--- config.mk ---
export PLATFORM = sky130hd
export DESIGN_NAME = rast_hit_merge
export DESIGN_NICKNAME = d
export VERILOG_FILES = /design/src/rtl/rast_params.sv /design/src/rtl/hit_fifo.sv /design/src/rtl/rast_hit_merge.sv
export SDC_FILE = /design/constraint.sdc
export NUM_CORES = 1
export LEC_CHECK = 0
export CAP_MARGIN = 20
export CORE_ASPECT_RATIO = 0.6
export CORE_MARGIN = 4
export CORE_UTILIZATION = 55
export DETAILED_ROUTE_END_ITERATION = 8
export PLACE_DENSITY = 0.77
export SKIP_LAST_GASP = 1
export SYNTH_ARGS = -nofsm -noshare
export SYNTH_HDL_FRONTEND = slang
export SYNTH_SLANG_ARGS = --single-unit
--- constraint.sdc ---
create_clock -name clk -period 14.23 [get_ports clk]
set_input_delay 1.423 -clock clk [delete_from_list [all_inputs] [get_ports clk]]
set_output_delay 1.423 -clock clk [all_outputs]
set_load 0.005 [all_outputs]
--- src/rtl/rast_params.sv ---
// rast_params: shared constants and hit record for the rast output stage
package rast_params;
    localparam int SIGFIG      = 24;
    localparam int AXIS        = 3;
    localparam int COLORS      = 3;
    localparam int LANES       = 2;
    localparam int MERGE_DEPTH = 4;
    localparam int HALT_MARGIN = 2;
    typedef struct packed {
        logic [AXIS-1:0][SIGFIG-1:0]   hit;
        logic [COLORS-1:0][SIGFIG-1:0] color;
    } hit_t;
endpackage

--- src/rtl/hit_fifo.sv ---
// hit_fifo: single-lane hit buffer with registered storage and push+pop when full
module hit_fifo
    import rast_params::*;
#(
    parameter int  DEPTH = MERGE_DEPTH,
    parameter type T     = hit_t,
    localparam int AW    = $clog2(DEPTH)
) (
    input  logic        clk,
    input  logic        rst,
    input  logic        push,
    input  logic        pop,
    input  T            din,
    output logic        full,
    output logic        empty,
    output logic [AW:0] count,
    output T            head
);
    T mem [DEPTH];
    logic [AW-1:0] rd, wr;
    // storage carries no reset; occupancy alone decides what is visible
    always_ff @(posedge clk) if (push) mem[wr] <= din;
    // pointers wrap modulo DEPTH; the caller only pushes when not full or popping
    always_ff @(posedge clk) begin
        if (!rst) begin
            rd    <= '0;
            wr    <= '0;
            count <= '0;
        end else begin
            rd    <= rd + AW'(pop);
            wr    <= wr + AW'(push);
            count <= count + (AW+1)'(push) - (AW+1)'(pop);
        end
    end
    assign full  = count == (AW+1)'(DEPTH);
    assign empty = count == '0;
    assign head  = mem[rd];
endmodule

--- src/rtl/rast_hit_merge.sv ---
// rast_hit_merge: merges per-lane hit FIFOs into one valid/ready stream, round-robin
module rast_hit_merge
    import rast_params::hit_t;
#(
    parameter int  LANES       = rast_params::LANES,
    parameter int  DEPTH       = rast_params::MERGE_DEPTH,
    parameter int  HALT_MARGIN = rast_params::HALT_MARGIN,
    localparam int LW          = LANES > 1 ? $clog2(LANES) : 1,
    localparam int CW          = $clog2(DEPTH) + 1,
    localparam int SF          = rast_params::SIGFIG,
    localparam int AX          = rast_params::AXIS,
    localparam int CO          = rast_params::COLORS
) (
    input  logic                                   clk,
    input  logic                                   rst,
    input  logic signed [LANES-1:0][AX-1:0][SF-1:0] hit_in_S,
    input  logic [LANES-1:0][CO-1:0][SF-1:0]        color_in_U,
    input  logic [LANES-1:0]                        hit_valid_in_H,
    output logic                                   halt_RnnnnL,
    output logic signed [AX-1:0][SF-1:0]            hit_out_S,
    output logic [CO-1:0][SF-1:0]                   color_out_U,
    output logic [LW-1:0]                           lane_out_U,
    output logic                                   hit_valid_out_H,
    input  logic                                   hit_ready_in_H,
    output logic                                   overflow_H
);
    logic [LANES-1:0]          push, pop, full, empty;
    logic [LANES-1:0][CW-1:0]  count;
    hit_t [LANES-1:0]          head;
    logic [LW-1:0]             rr_ptr, gnt, gnt_q, scan;
    logic                      lock, xfer, halt_n;

    for (genvar i = 0; i < LANES; i++) begin : g_lane
        hit_fifo #(.DEPTH(DEPTH), .T(hit_t)) u_fifo (
            .clk   (clk),
            .rst   (rst),
            .push  (push[i]),
            .pop   (pop[i]),
            .din   ({hit_in_S[i], color_in_U[i]}),
            .full  (full[i]),
            .empty (empty[i]),
            .count (count[i]),
            .head  (head[i])
        );
    end

    // first non-empty lane at or after rr_ptr: lowest overall, overridden by lowest >= rr_ptr
    always_comb begin
        scan = '0;
        for (int k = LANES - 1; k >= 0; k--) if (!empty[k]) scan = LW'(k);
        for (int k = LANES - 1; k >= 0; k--) if (!empty[k] && LW'(k) >= rr_ptr) scan = LW'(k);
    end

    assign gnt             = lock ? gnt_q : scan;
    assign hit_valid_out_H = |(~empty);
    assign xfer            = hit_valid_out_H && hit_ready_in_H;
    assign push            = hit_valid_in_H & (~full | pop);
    assign hit_out_S       = hit_valid_out_H ? head[gnt].hit : '0;
    assign color_out_U     = hit_valid_out_H ? head[gnt].color : '0;
    assign lane_out_U      = hit_valid_out_H ? gnt : '0;

    // pop the granted lane and look ahead at every lane's next occupancy for halt
    always_comb begin
        pop    = '0;
        halt_n = 1'b1;
        if (xfer) pop[gnt] = 1'b1;
        for (int k = 0; k < LANES; k++)
            if (count[k] + CW'(push[k]) - CW'(pop[k]) >= CW'(DEPTH - HALT_MARGIN)) halt_n = 1'b0;
    end

    // lock holds the grant through a stall; rr_ptr advances past each served lane
    always_ff @(posedge clk) begin
        if (!rst) begin
            rr_ptr      <= '0;
            gnt_q       <= '0;
            lock        <= 1'b0;
            halt_RnnnnL <= 1'b1;
            overflow_H  <= 1'b0;
        end else begin
            lock        <= hit_valid_out_H && !hit_ready_in_H;
            gnt_q       <= gnt;
            halt_RnnnnL <= halt_n;
            overflow_H  <= overflow_H | (|(hit_valid_in_H & full & ~pop));
            if (xfer) rr_ptr <= gnt == LW'(LANES - 1) ? '0 : gnt + LW'(1);
        end
    end
endmodule

# After elaboration in Yosys (flattened, before gate mapping)
# Memory sizes are Yosys's and may differ from the RTL's. A register that Yosys moved wholly into a read port is not among the register bits.
# Cells that the tools add are included.
[totals]
n_memories = 2
elab_cells = 72
ramBits = 1152
reg_bits = 19
[mem_list]
columns = ["name", "depth", "word_bits", "read_ports", "rd_ports_with_merged_regs", "wr", "line_no", "rtl"]
rows = [
  ["g_lane[0].u_fifo.mem", 4, 144, 1, 1, 1, "hit_fifo.sv:19", "T mem [DEPTH];"],
  ["g_lane[1].u_fifo.mem", 4, 144, 1, 1, 1, "hit_fifo.sv:19", ""],
]
[classes]
n_eq_ne = 2
reduce_logical = 12
n_addsub = 9
n_mux = 22
n_lt_le_gt_ge = 6
bitwise = 8
[ops]
columns = ["op", "count"]
rows = [
  ["144-bit 2-to-1 mux", 2],
  ["72-bit 2-to-1 mux", 2],
  ["1-bit 2-to-1 mux", 14],
  ["2-bit by 1-bit adder with 2-bit output", 4],
  ["3-bit by 1-bit adder with 3-bit output", 2],
  ["2-bit AND", 3],
  ["3-bit == test (second input constant)", 2],
  ["3-bit by 2-bit >= comparator with 1-bit output (second input constant)", 2],
  ["3-bit logical NOT", 2],
  ["2-bit 2-to-1 mux", 3],
  ["2-bit inverter", 3],
  ["3-bit by 1-bit subtractor with 3-bit output", 2],
  ["1-bit logical AND", 5],
  ["2-bit OR reduction", 2],
  ["1-bit logical NOT", 3],
  ["1-bit >= comparator (first input constant)", 2],
  ["1-bit by 2-bit < comparator with 1-bit output (second input constant)", 1],
  ["2-bit OR", 1],
  ["1-bit adder (second input constant)", 1],
  ["1-bit demux with 1-bit select", 1],
  ["1-bit >= comparator (second input constant)", 1],
  ["1-bit OR", 1],
]

# Depth between registers and ports, before layout
# Gate-level depths: netlist of the first run.
[depth]
depth_word = 18
mapped_depth = 12

# By module
# From an unflattened synthesis of the first run, not the netlist that was laid out.
[hier_totals]
hier_cells = 2093
area_unflattened_um2 = 44766.7
[by_module_without_submodules]
columns = ["mod", "cells_per_inst", "area_each_um2", "n_inst"]
rows = [
  ["hit_fifo", 785, 21107.7, 2],
  ["rast_hit_merge", 523, 2551.2, 1],
]

# Worst setup path before layout of the first run
# No wires, ideal clock.
[synth_timing]
kind = "input to register"
start = "in hit_ready_in_H"
end = "mem g_lane[1].u_fifo.mem[1][0] in the netlist's numbering (enable)"
n_path_buf = 0
t_arrival_ps = 12186
required_time_ps = 13376
setup_time_ps = 854
path_slack_ps = 1190
stages = 3
path_cell_list = "o211ai_1 a31o_2 nor3b_1"
[synth_between]
elab_chain_cells = 6
[synth_rtl]
columns = ["element", "line_no", "rtl"]
rows = [
  ["from (decl)", "rast_hit_merge.sv:24", "input logic hit_ready_in_H,"],
  ["1-bit logical AND", "rast_hit_merge.sv:56", "assign xfer = hit_valid_out_H && hit_ready_in_H;"],
  ["2-bit 2-to-1 mux", "rast_hit_merge.sv:66", "if (xfer) pop[gnt] = 1'b1;"],
  ["2-bit OR", "rast_hit_merge.sv:57", "assign push = hit_valid_in_H & (~full | pop);"],
  ["2-bit AND", "rast_hit_merge.sv:57", ""],
  ["1-bit 2-to-1 mux", "hit_fifo.sv:22", "always_ff @(posedge clk) if (push) mem[wr] <= din;"],
  ["1-bit 2-to-1 mux (implied by the code)", "hit_fifo.sv:22", ""],
  ["to (decl)", "hit_fifo.sv:19", ""],
]
# Every way passes these cells.

==> impl_results.md, run 1 <==
* Post-synth cell types at 40
* Hold Startpoint: overflow_H$_SDFF_PN0_
* Design area at between 0.05 and 0.06 sq mm
* Routed WL at about 100 mm
* Pleak at around 0.017 uW
* CP required at 12.81 ns
* Compound-Gate Fraction of Synth Area at approximately 1.8%
* Hold violation total from the final report at 0
* DIE HEIGHT at roughly 230 um
* Clk root buf: clkbuf_16
* Final Critical Period at between 5 and 6 ns
* Hold Path Sink: overflow_H$_SDFF_PN0_
* Vias in the first global route at around 23,000
* Wire length per cell at about 28 um
* Placed cell count at roughly 3,500
* WL met3 at around 8.1 mm
* Clk pwr share at around a quarter
* Arrival @ worst endpoint at 4.47 ns
* Xor/xnor share of the synthesized area at less than 1%
* Met1 Wirelength at around 41 mm
* Hold path cells at 2
* Post-synth top area cell: edfxtp_1
* RSZ-0062 raised after global routing: false
* Post-CTS sizing at 0
* Async SR Flop Fraction at 0%
* Setup Viol. Count Final at 0
* Worst-path cell chain: buf_4 -> buf_4 -> mux4_2 -> nand2_1 -> a21oi_1 -> clkdlybuf4s50_1
* Final period util at 41.4%
* Internal at 7660 uW
* Die W at 375 um
* Largest family of logic cells by synthesized area: multiplexers
* Fin. max-slew vios at 0
* CTS tree: built
* H-tree Lvls at 3
* First-pass GRT wire length at around 150 mm
* Sw Ratio at 29.6%
* Met2 wire len at just over 50 mm
* Worst-margin pin slew at between 1 and 1.5 ns
* Most frequent CP cell: buf_4
* Critical path peak fanout at 41
* Synth Area in Simple Gates at under 10%
* Top Layer Used: met5
* Iteration-0 DRC Markers at 2,219
* DP Wirelength at 61.0 mm
* Post-synth top cells: edfxtp_1 (1,152), nand2_1 (295), mux4_2 (288), a21oi_1 (145), clkbuf_1 (59)
* CP max stage delay at 0.79 ns
* Final ANT Viol Nets at 0
* Post-Layout Cell Count at 3,719
* Skew-Pair Late Insertion Delay at about 0.69 ns
* Switch Pwr at roughly 3200 uW
* Yosys reg bits at around 1,200
* Top_reg_cell synth: edfxtp_1
* Cells after synthesis at approximately 2,100
* Synth top area share at between 70% and 80%
* Post-CTS Setup Bufs at 0
* Initial Utilization at ~56%
* Initial antenna violation count at 23
* Placed cell area at ~0.05 sq mm
* CP bufs+invs at 3
* Layout Nets at 2,859
* First-pass DRT Iterations at 5
* Total power at approximately 11,000 uW
* Worst setup SP type: flop
* Sequential share of power at 41.1%
* Post-synth EDFFs at about 1,200
* TritonCTS Buffers at between 100 and 150
* Synth Warn # at 0
* Status: finished clean
* Sequential area share after synthesis at between 70 and 80%
* Maximum vdd drop at 0.138 mV
* Share of cells above drive strength 1 at a little under a fifth
* Synth area leaders: edfxtp_1 (78%), mux4_2 (15%), nand2_1 (2.5%)
* Peak Freq at approximately 0.17 GHz
* Mean Syn Cell Area at around 21 sq um
* Worst Hold Class: flop to flop
* Grt ovf at 0
* Adder-cell share of the synthesized area at less than 1%
* Max-Cap Viols at 0
* Full die area at ~0.086 sq mm
* Post-synthesis mux area share at between 10% and 20%
* Sink Count at about 1,200
* WS Path Type: flop to output port
* Comb pwr share at 32.9%
* Syn Nets at about 2,400
* All-Layer GR Usage at between 20 and 25%
* Via count at around 22,000
* Max Buffers Root-to-Sink at 3
* Slew headroom at 24.3%
* Avg Vias per Cell at approximately 6.0
* Reg2Reg Capture Point: halt_RnnnnL$_SDFF_PN1_
* Most numerous cell in the Yosys netlist: edfxtp_1
* Area delta synth->final at 20.3%
* R2r setup slk at 10.29 ns
* CP delay by family, top: buffers and inverters
* Pwr dens at around 200 mW/mm^2
* CTS clock-pin slew for the worst setup and hold paths at roughly 0.07 ns
* Setup TNS at 0 ns
* Skew final at between 0.02 and 0.03 ns
* Reg2reg path depth at 11
* Setup crit end kind: output port
* Io pins at roughly 440
* Crit Reg-Reg Startpoint: g_lane[1].u_fifo.count[0]$_SDFF_PN0_
* Slowest CP cell: dfxtp_4
* Largest net degree at the start of global routing at 82
* Number of remaining DRC errors at 0
* GP Congestion at roughly 0.76
* Mapped cell area at between 0.04 and 0.05 sq mm
* # rows at 80
* WHS at roughly 0.54 ns
* Core Area at between 0.07 and 0.08 sq mm
* IO buf count at 440
* Cts hold-fix bufs at 0
-- power by group through the flow --
stage | clock network (uW) | registers, uW | logic (uW)
floorplan | 0 | 4570 | 1930
global placement | 0 | 4500 | 3540
detailed placement | 0 | 4540 | 3570
CTS | 2890 | 4470 | 3600
global route | 3060 | 4500 | 3810
finish | 2840 | 4470 | 3580
-- worst max-delay path by stage --
stage / start / end / slack [ns] / cells past startpoint
after floorplan: hit_ready_in_H / g_lane[1].u_fifo.mem[1][0]$_DFFE_PP_ / 1.19 / 3
after global placement: g_lane[0].u_fifo.rd[0]$_SDFF_PN0_ / color_out_U[41] / 8.98 / 6
after detailed placement: g_lane[0].u_fifo.rd[0]$_SDFF_PN0_ / color_out_U[37] / 8.96 / 6
after CTS: g_lane[0].u_fifo.rd[0]$_SDFF_PN0_ / color_out_U[41] / 8.17 / 6
after global routing: g_lane[0].u_fifo.rd[0]$_SDFF_PN0_ / color_out_U[41] / 7.94 / 6
final: g_lane[0].u_fifo.rd[0]$_SDFF_PN0_ / color_out_U[41] / 8.34 / 6
-- cell families (layout without fill, tap and decap cells) --
kind of cell    after synthesis  in the layout
compound gates              154            154
xor+xnor                      7              7
fa+ha+maj                     7              7
buf+inv                     127            682
flops                      1171           1171
mux                         291            291
other cells                   0              8
simple gates                333            333
-- registers in the layout (all words and copies together) (netlist names) --
register	cells
g_lane.u_fifo.count	6
g_lane.u_fifo.mem	1152
g_lane.u_fifo.rd	4
g_lane.u_fifo.wr	4
gnt_q	1
halt_RnnnnL	1
lock	1
overflow_H	1
rr_ptr	1
-- worst reg2reg max path, stage by stage, from the launching register on --
cell and delay, ns:
dfxtp_1 0.34, or4_4 0.57, o211ai_4 0.10, buf_4 0.86, nor3_2 0.20, xor2_1 0.20, ha_1 0.23, fa_1 0.42
xnor2_1 0.20, xnor2_1 0.15, nor2_1 0.07, nor4_1 0.45
-- cell usage in the layout, fill, tap and decap left out, types with 2 or more instances in the layout --
master	instances
edfxtp_1	1152
clkdlybuf4s50_1	440
nand2_1	295
mux4_2	288
a21oi_1	145
clkbuf_16	105
buf_4	40
clkinv_2	22
clkinv_1	20
clkbuf_1	18
bufinv_16	15
dfxtp_1	15
inv_1	11
diode_2	8
nor2_1	7
nand2b_1	6
and2_1	6
xnor2_1	6
ha_1	5
nor3_2	4
dfxtp_4	4
mux2i_1	3
inv_6	3
clkinvlp_4	3
nor3b_4	2
nor3b_2	2
nor3_1	2
fa_1	2
clkinv_8	2
clkinv_4	2
-- metrics by stage --
stage	utilization, %	setup WS, ns
2_1_floorplan	-	1.19
3_3_place_gp	62.7	8.98
3_5_place_dp	62.7	8.96
4_1_cts	67.0	8.17
5_1_grt	67.0	7.94
6_report	67.0	8.34
-- area by class of cell --
cell class	count	area, sq um
Sequential cell	1171	35000
Fill cell	5019	26300
Multi-Input combinational cell	792	8920
Timing Repair Buffer	481	4730
Clock buffer	123	2700
Tap cell	1066	1330
Clock inverter	67	734
Inverter	11	41.3
Antenna cell	8	20.0
-- routing by layer --
metal,GRT usage (%),up-vias
li1,-,9469
met1,34.4,11900
met2,39.0,916
met3,5.95,164
met4,5.33,30
met5,0,-
(Power assumes the default switching activity.)
==> inputs of run 2 (changes only) <==
- CORE_UTILIZATION: 55 -> 51
- PLACE_DENSITY: 0.77 -> 0.75
- clock period: 14.23 -> 5.3 ns (I/O delays scaled with it)
==> run 2 against run 1 <==
  * Sequential power rose to 2.7 times the previous value
  * Clock skew fell by 0.010 ns
  * Via count down 0.26%
  * Count of clock-buffer cells in the layout down 1
==> impl_results.md, run 2 (synthesized netlist as in run 1, its figures left out) <==
* Status: finished clean
* Worst setup SP type: flop
* Die W at 389 um (+3.8%)
* Via count at 22,400 (-0.26%)
* Reg area at 0.0350 sq mm (about the same)
* Arrival @ worst endpoint at 3.78 ns (-0.69 ns)
* Critical path peak fanout at 104 (+150%)
* Initial antenna violation count at 29 (+26%)
* Hold violation total from the final report at 0 (unchanged)
* Worst Hold Class: input port to flop
* Skew final at 0.0188 ns (-0.0100 ns)
* First-pass DRT Iterations at 5 (unchanged)
* Wire length per cell at 27.6 um (about the same)
* TritonCTS Buffers at 104 (+2.0%)
* Slew headroom at 29.3% (+5.0 points)
* Routed WL at 106 mm (+2.7%)
* Worst-margin pin slew at 1.06 ns (-0.0747 ns)
* Most frequent cells in the layout: edfxtp_1 (1,152), clkdlybuf4s50_1 (440), nand2_1 (295)
* Placed cell area at 0.0505 sq mm (+0.96%)
* Maximum vdd drop at 0.474 mV (+240%)
* Iteration-0 DRC Markers at 2,043 (-7.9%)
* Final period util at around four fifths
* Area delta synth->final at 21.5%
* Io pins at 441 (unchanged)
* IO buf count at 440 (unchanged)
* Filler Cells Inserted at 5,777 (+15%)
* Avg Vias per Cell at 5.87 (-2.8%)
* DP Wirelength at 64.5 mm (+5.8%)
* Initial Utilization at 51.7% (-4.0 points)
* H-tree Lvls at 3 (unchanged)
* Design area at 0.0540 sq mm (+0.93%)
* Full die area at 0.0920 sq mm (+7.6%)
* CTS clock-pin slew for the worst setup and hold paths at 0.07 ns (about the same)
* Multi-input logic area at 0.00895 sq mm (+0.41%)
* Pleak at 0.0170 uW (+0.57%)
* CP required at 4.77 ns (-8.04 ns)
* RSZ-0062 raised after global routing: false
* WHS at 0.480 ns (-0.0635 ns)
* All-Layer GR Usage at 23.1% (-1.2 points)
* Setup TNS at 0 ns (unchanged)
* Fin. max-slew vios at 0 (unchanged)
* # rows at 83 (+3.8%)
* Vias in the first global route at 23,300 (-0.87%)
* First-pass GRT wire length at 157 mm (+1.7%)
* Placed cell count at 3,608 (+2.5%)
* Peak Freq at ~0.23 GHz
* Core Area at 0.0860 sq mm (+7.8%)
* Post-CTS Setup Bufs at 0 (unchanged)
* Pwr dens at 544 mW/mm^2 (+170%)
* Share of cells above drive strength 1 at 19.5% (+0.49 points)
* Largest net degree at the start of global routing at 105 (+28%)
* Final Critical Period at 4.31 ns
* Skew-Pair Late Insertion Delay at 0.68 ns (about the same)
* Post-CTS sizing at 0 (unchanged)
* Number of remaining DRC errors at 0 (unchanged)
* Clk root buf: clkbuf_16
* Sink Count at 1,171 (unchanged)
* Max reg flops at 1,152 (unchanged)
* Max Buffers Root-to-Sink at 3 (unchanged)
* Top reg by flops: g_lane.u_fifo.mem
* DIE HEIGHT at 237 um (+3.7%)
* Max-Cap Viols at 0 (unchanged)
* Setup Viol. Count Final at 0 (unchanged)
* Grt ovf at 0 (unchanged)
* Regs by FF count: g_lane.u_fifo.mem: 1152 flops, g_lane.u_fifo.count: 6 flops
* Most common cell after layout, fill and taps aside: edfxtp_1
* WS Path Type: flop to output port
* Layout Nets at 2,867 (+0.28%)
* Cts hold-fix bufs at 0 (unchanged)
* Final ANT Viol Nets at 0 (unchanged)
* Setup crit end kind: output port
* GP Congestion at 0.781 (+2.6%)
* CTS tree: built
* Post-Layout Cell Count at 3,818 (+2.7%)
==> run 2: cell types whose count changed in the layout (fill, tap and decap cells not counted), moves of 3 or more <==
| cell | before | now |
|---|---|---|
| clkinv_1 | 20 | 17 |
| buf_12 | 0 | 23 |
| inv_6 | 3 | 6 |
| buf_4 | 40 | 24 |
| clkinvlp_4 | 3 | 10 |
| diode_2 | 8 | 16 |
==> run 2: final cells by class <==
cell class	instances	area share, %
antenna	16	0.0742
clock buffer	122	4.99
clock inverter	72	1.41
inverter	11	0.0765
multi-input combinational	792	16.6
sequential	1171	64.8
tap	1147	2.66
timing repair buffer	487	9.35
==> run 2: through the flow <==
step | setup WS (ns) | utilization [%] | total power (uW)
3_5_place_dp | 1.78 | 58.7 | 22100
3_3_place_gp | 1.85 | 58.7 | 21900
2_1_floorplan | -0.0873 | - | 17200
6_report | 0.990 | 62.8 | 29400
4_1_cts | 1.01 | 62.7 | 29700
5_1_grt | 0.910 | 62.7 | 30700
==> run 2: routing by layer <==
| metal | share of wire [%] | track usage [%] | vias up |
|---|---|---|---|
| li1 | - | - | 9521 |
| met1 | 41 | 32.3 | 11800 |
| met2 | 49 | 37.0 | 906 |
| met3 | 7.7 | 5.43 | 165 |
| met4 | 2.3 | 6.56 | 24 |
| met5 | 0.16 | 0 | - |
==> run 2: final timing paths <==
check | end | cells after the start | start | slack, ns
max | color_out_U[6] | 5 | g_lane[0].u_fifo.count[2]$_SDFF_PN0_ | 0.99
min | g_lane[0].u_fifo.mem[0][13]$_DFFE_PP_ | 1 | color_in_U[13] | 0.48
max reg2reg | halt_RnnnnL$_SDFF_PN1_ | 10 | g_lane[0].u_fifo.count[2]$_SDFF_PN0_ | 1.90
min reg2reg | rr_ptr$_SDFFE_PN0N_ | 2 | rr_ptr$_SDFFE_PN0N_ | 0.54
==> run 2: power by group <==
part           internal, uW  switching, uW
logic                  4770           4990
registers             11500            444
clock network          4300           3330
==> run 2: worst max-delay path, stage by stage (launching register included) <==
cell and delay (ns):
dfxtp_1 0.34, nor3_2 0.44, and3b_4 0.79, buf_12 0.42, a21oi_1 0.24, clkdlybuf4s50_1 0.51
==> inputs of run 3 (changes only) <==
- CORE_UTILIZATION: 51 -> 55
- PLACE_DENSITY: 0.75 -> 0.77
- clock period: 5.3 -> 4.2 ns (I/O delays scaled with it)
==> run 3 against run 2 <==
  * Wire length is 3.2% lower
  * Clock skew is 0.00070 ns higher
  * Total power is 25% higher
  * Largest power group unchanged
  * Count of clock-buffer cells in the layout is 11 higher
  * Clock power is 21% higher
  * Cell count is 2.3% lower
  * Utilization is 4.7 points higher
  * Setup slack worse by 0.64 ns
==> impl_results.md, run 3 (synthesized netlist as in run 1, its figures left out) <==
* First-pass GRT wire length at 153 mm (-2.8%)
* Iteration-0 DRC Markers at 2,619 (+28%)
* Via count at 22,300 (-0.52%)
* Hold violation total from the final report at 0 (unchanged)
* Avg Vias per Cell at 5.98 (+1.8%)
* Skew final at 0.0195 ns (+0.000704 ns)
* WHS at 0.358 ns (-0.122 ns)
* Final Critical Period at about 3.9 ns
* CTS tree: built
* Critical path peak fanout at 35 (-66%)
* CP required at 3.78 ns (-0.99 ns)
* First-pass DRT Iterations at 5 (unchanged)
* Fin. max-slew vios at 0 (unchanged)
* Top reg by flops: g_lane.u_fifo.mem
* DP Wirelength at 62.0 mm (-3.8%)
* WS Path Type: flop to output port
* Final ANT Viol Nets at 0 (unchanged)
* Number of remaining DRC errors at 0 (unchanged)
* Wire length per cell at 27.4 um (-0.98%)
* Most common cell after layout, fill and taps aside: edfxtp_1
* IO buf count at 440 (unchanged)
* Most frequent cells in the layout: edfxtp_1 (1,152), clkdlybuf4s50_1 (440), nand2_1 (295)
* RSZ-0062 raised after global routing: false
* Area delta synth->final at 21.1%
* # rows at 80 (-3.6%)
* Pwr dens at 683 mW/mm^2 (+25%)
* Vias in the first global route at 23,100 (-0.59%)
* CTS clock-pin slew for the worst setup and hold paths at 0.06 ns (about the same)
* Max-Cap Viols at 0 (unchanged)
* Layout Nets at 2,864 (-0.10%)
* Internal at 25,800 uW (+25%)
* Status: finished clean
* Switch Pwr at 10,900 uW (+24%)
* Routed WL at 102 mm (-3.2%)
* Die W at 375 um (-3.6%)
* Worst setup SP type: flop
* H-tree Lvls at 3 (unchanged)
* Largest net degree at the start of global routing at 94 (-10%)
* Peak Freq at ~0.26 GHz
* TritonCTS Buffers at 103 (-0.96%)
* Post-CTS sizing at 0 (unchanged)
* All-Layer GR Usage at 24.2% (+1.1 points)
* Setup Viol. Count Final at 0 (unchanged)
* Sink Count at 1,171 (unchanged)
* DIE HEIGHT at 228 um (-3.6%)
* Comb pwr share at 33.7% (+0.5 points)
* Regs by FF count: g_lane.u_fifo.mem: 1152 flops, g_lane.u_fifo.count: 6 flops
* Maximum vdd drop at 0.470 mV (-0.74%)
* Arrival @ worst endpoint at 3.43 ns (-0.35 ns)
* Post-CTS Setup Bufs at 0 (unchanged)
* Cts hold-fix bufs at 0 (unchanged)
* Io pins at 441 (unchanged)
* Worst Hold Class: input port to flop
* GP Congestion at 0.778 (-0.38%)
* Slew headroom at 43.3% (+14 points)
* Setup crit end kind: output port
* Final period util at about nine tenths
* Sw Ratio at 29.7% (-0.14 points)
* Initial Utilization at 55.7% (+4.0 points)
* Clk pwr share at 25.2% (-0.8 points)
* Share of cells above drive strength 1 at 19.2% (-0.35 points)
* Grt ovf at 0 (unchanged)
* Max reg flops at 1,152 (unchanged)
* Post-route core utilization at 67.4% (+4.7 points)
* Max Buffers Root-to-Sink at 3 (unchanged)
* Clk root buf: clkbuf_16
* Initial antenna violation count at 22 (-24%)
* Skew-Pair Late Insertion Delay at 0.70 ns (+0.02 ns)
* Full die area at 0.0855 sq mm (-7.1%)
* Core Area at 0.0798 sq mm (-7.2%)
* Worst-margin pin slew at 0.850 ns (-0.211 ns)
* Sequential share of power at 41.1% (+0.3 points)
* Pleak at 0.0170 uW (-0.17%)
-- run 3: final timing paths --
check,slack (ns),start,depth (start not counted),to
worst max-delay path,0.35,g_lane[0].u_fifo.count[0]$_SDFF_PN0_,6,hit_out_S[53]
worst min register to register,0.53,rr_ptr$_SDFFE_PN0N_,2,rr_ptr$_SDFFE_PN0N_
worst min-delay path,0.36,hit_in_S[95],1,g_lane[1].u_fifo.mem[1][95]$_DFFE_PP_
worst max register to register,1.14,g_lane[0].u_fifo.count[0]$_SDFF_PN0_,10,halt_RnnnnL$_SDFF_PN1_
-- run 3: worst max-delay path, cell delays in order, from the launching register on --
cell             delay [ns]
dfxtp_2                0.34
nor3_4                 0.33
o211a_4                0.60
buf_4                  0.52
nand2_1                0.11
a21oi_1                0.23
clkdlybuf4s50_1        0.57
-- run 3: area by class of cell --
type / instances / area (sq um)
Antenna cell: 14 / 35.0
Clock buffer: 133 / 2810
Clock inverter: 59 / 514
Fill cell: 5011 / 26000
Inverter: 11 / 41.3
Multi-Input combinational cell: 792 / 8960
Sequential cell: 1171 / 35000
Tap cell: 1066 / 1330
Timing Repair Buffer: 485 / 5120
-- run 3: power by group through the flow --
stage	Combinational [uW]	Sequential [uW]	Clock, uW
finish	12400	15100	9270
global placement	12400	15200	0
detailed placement	12500	15300	0
global route	13200	15200	10000
floorplan	6590	15200	0
CTS	12600	15100	9460
-- run 3: through the flow --
step / setup TNS, ns / setup WS, ns / std cells / instance area [sq um] / total power [uW]
finish: 0 / 0.350 / 3731 / 53800 / 36700
detailed placement: 0 / 1.09 / 3525 / 50400 / 27800
floorplan: -804.52 / -1.19 / 2090 / 44500 / 21800
CTS: 0 / 0.305 / 3717 / 53800 / 37100
global route: 0 / 0.176 / 3727 / 53800 / 38400
global placement: 0 / 1.10 / 3525 / 50400 / 27600
-- run 3: routing by layer --
| metal | routed length [um] | part of all wire, % | track usage, % | up-vias |
|---|---|---|---|---|
| met5 | 132 | 0.13 | 0 | - |
| met4 | 2400 | 2.3 | 6.56 | 18 |
| met3 | 8870 | 8.7 | 6.18 | 165 |
| met2 | 50500 | 49 | 38.6 | 1030 |
| met1 | 40300 | 39 | 34.0 | 11600 |
| li1 | - | - | - | 9488 |
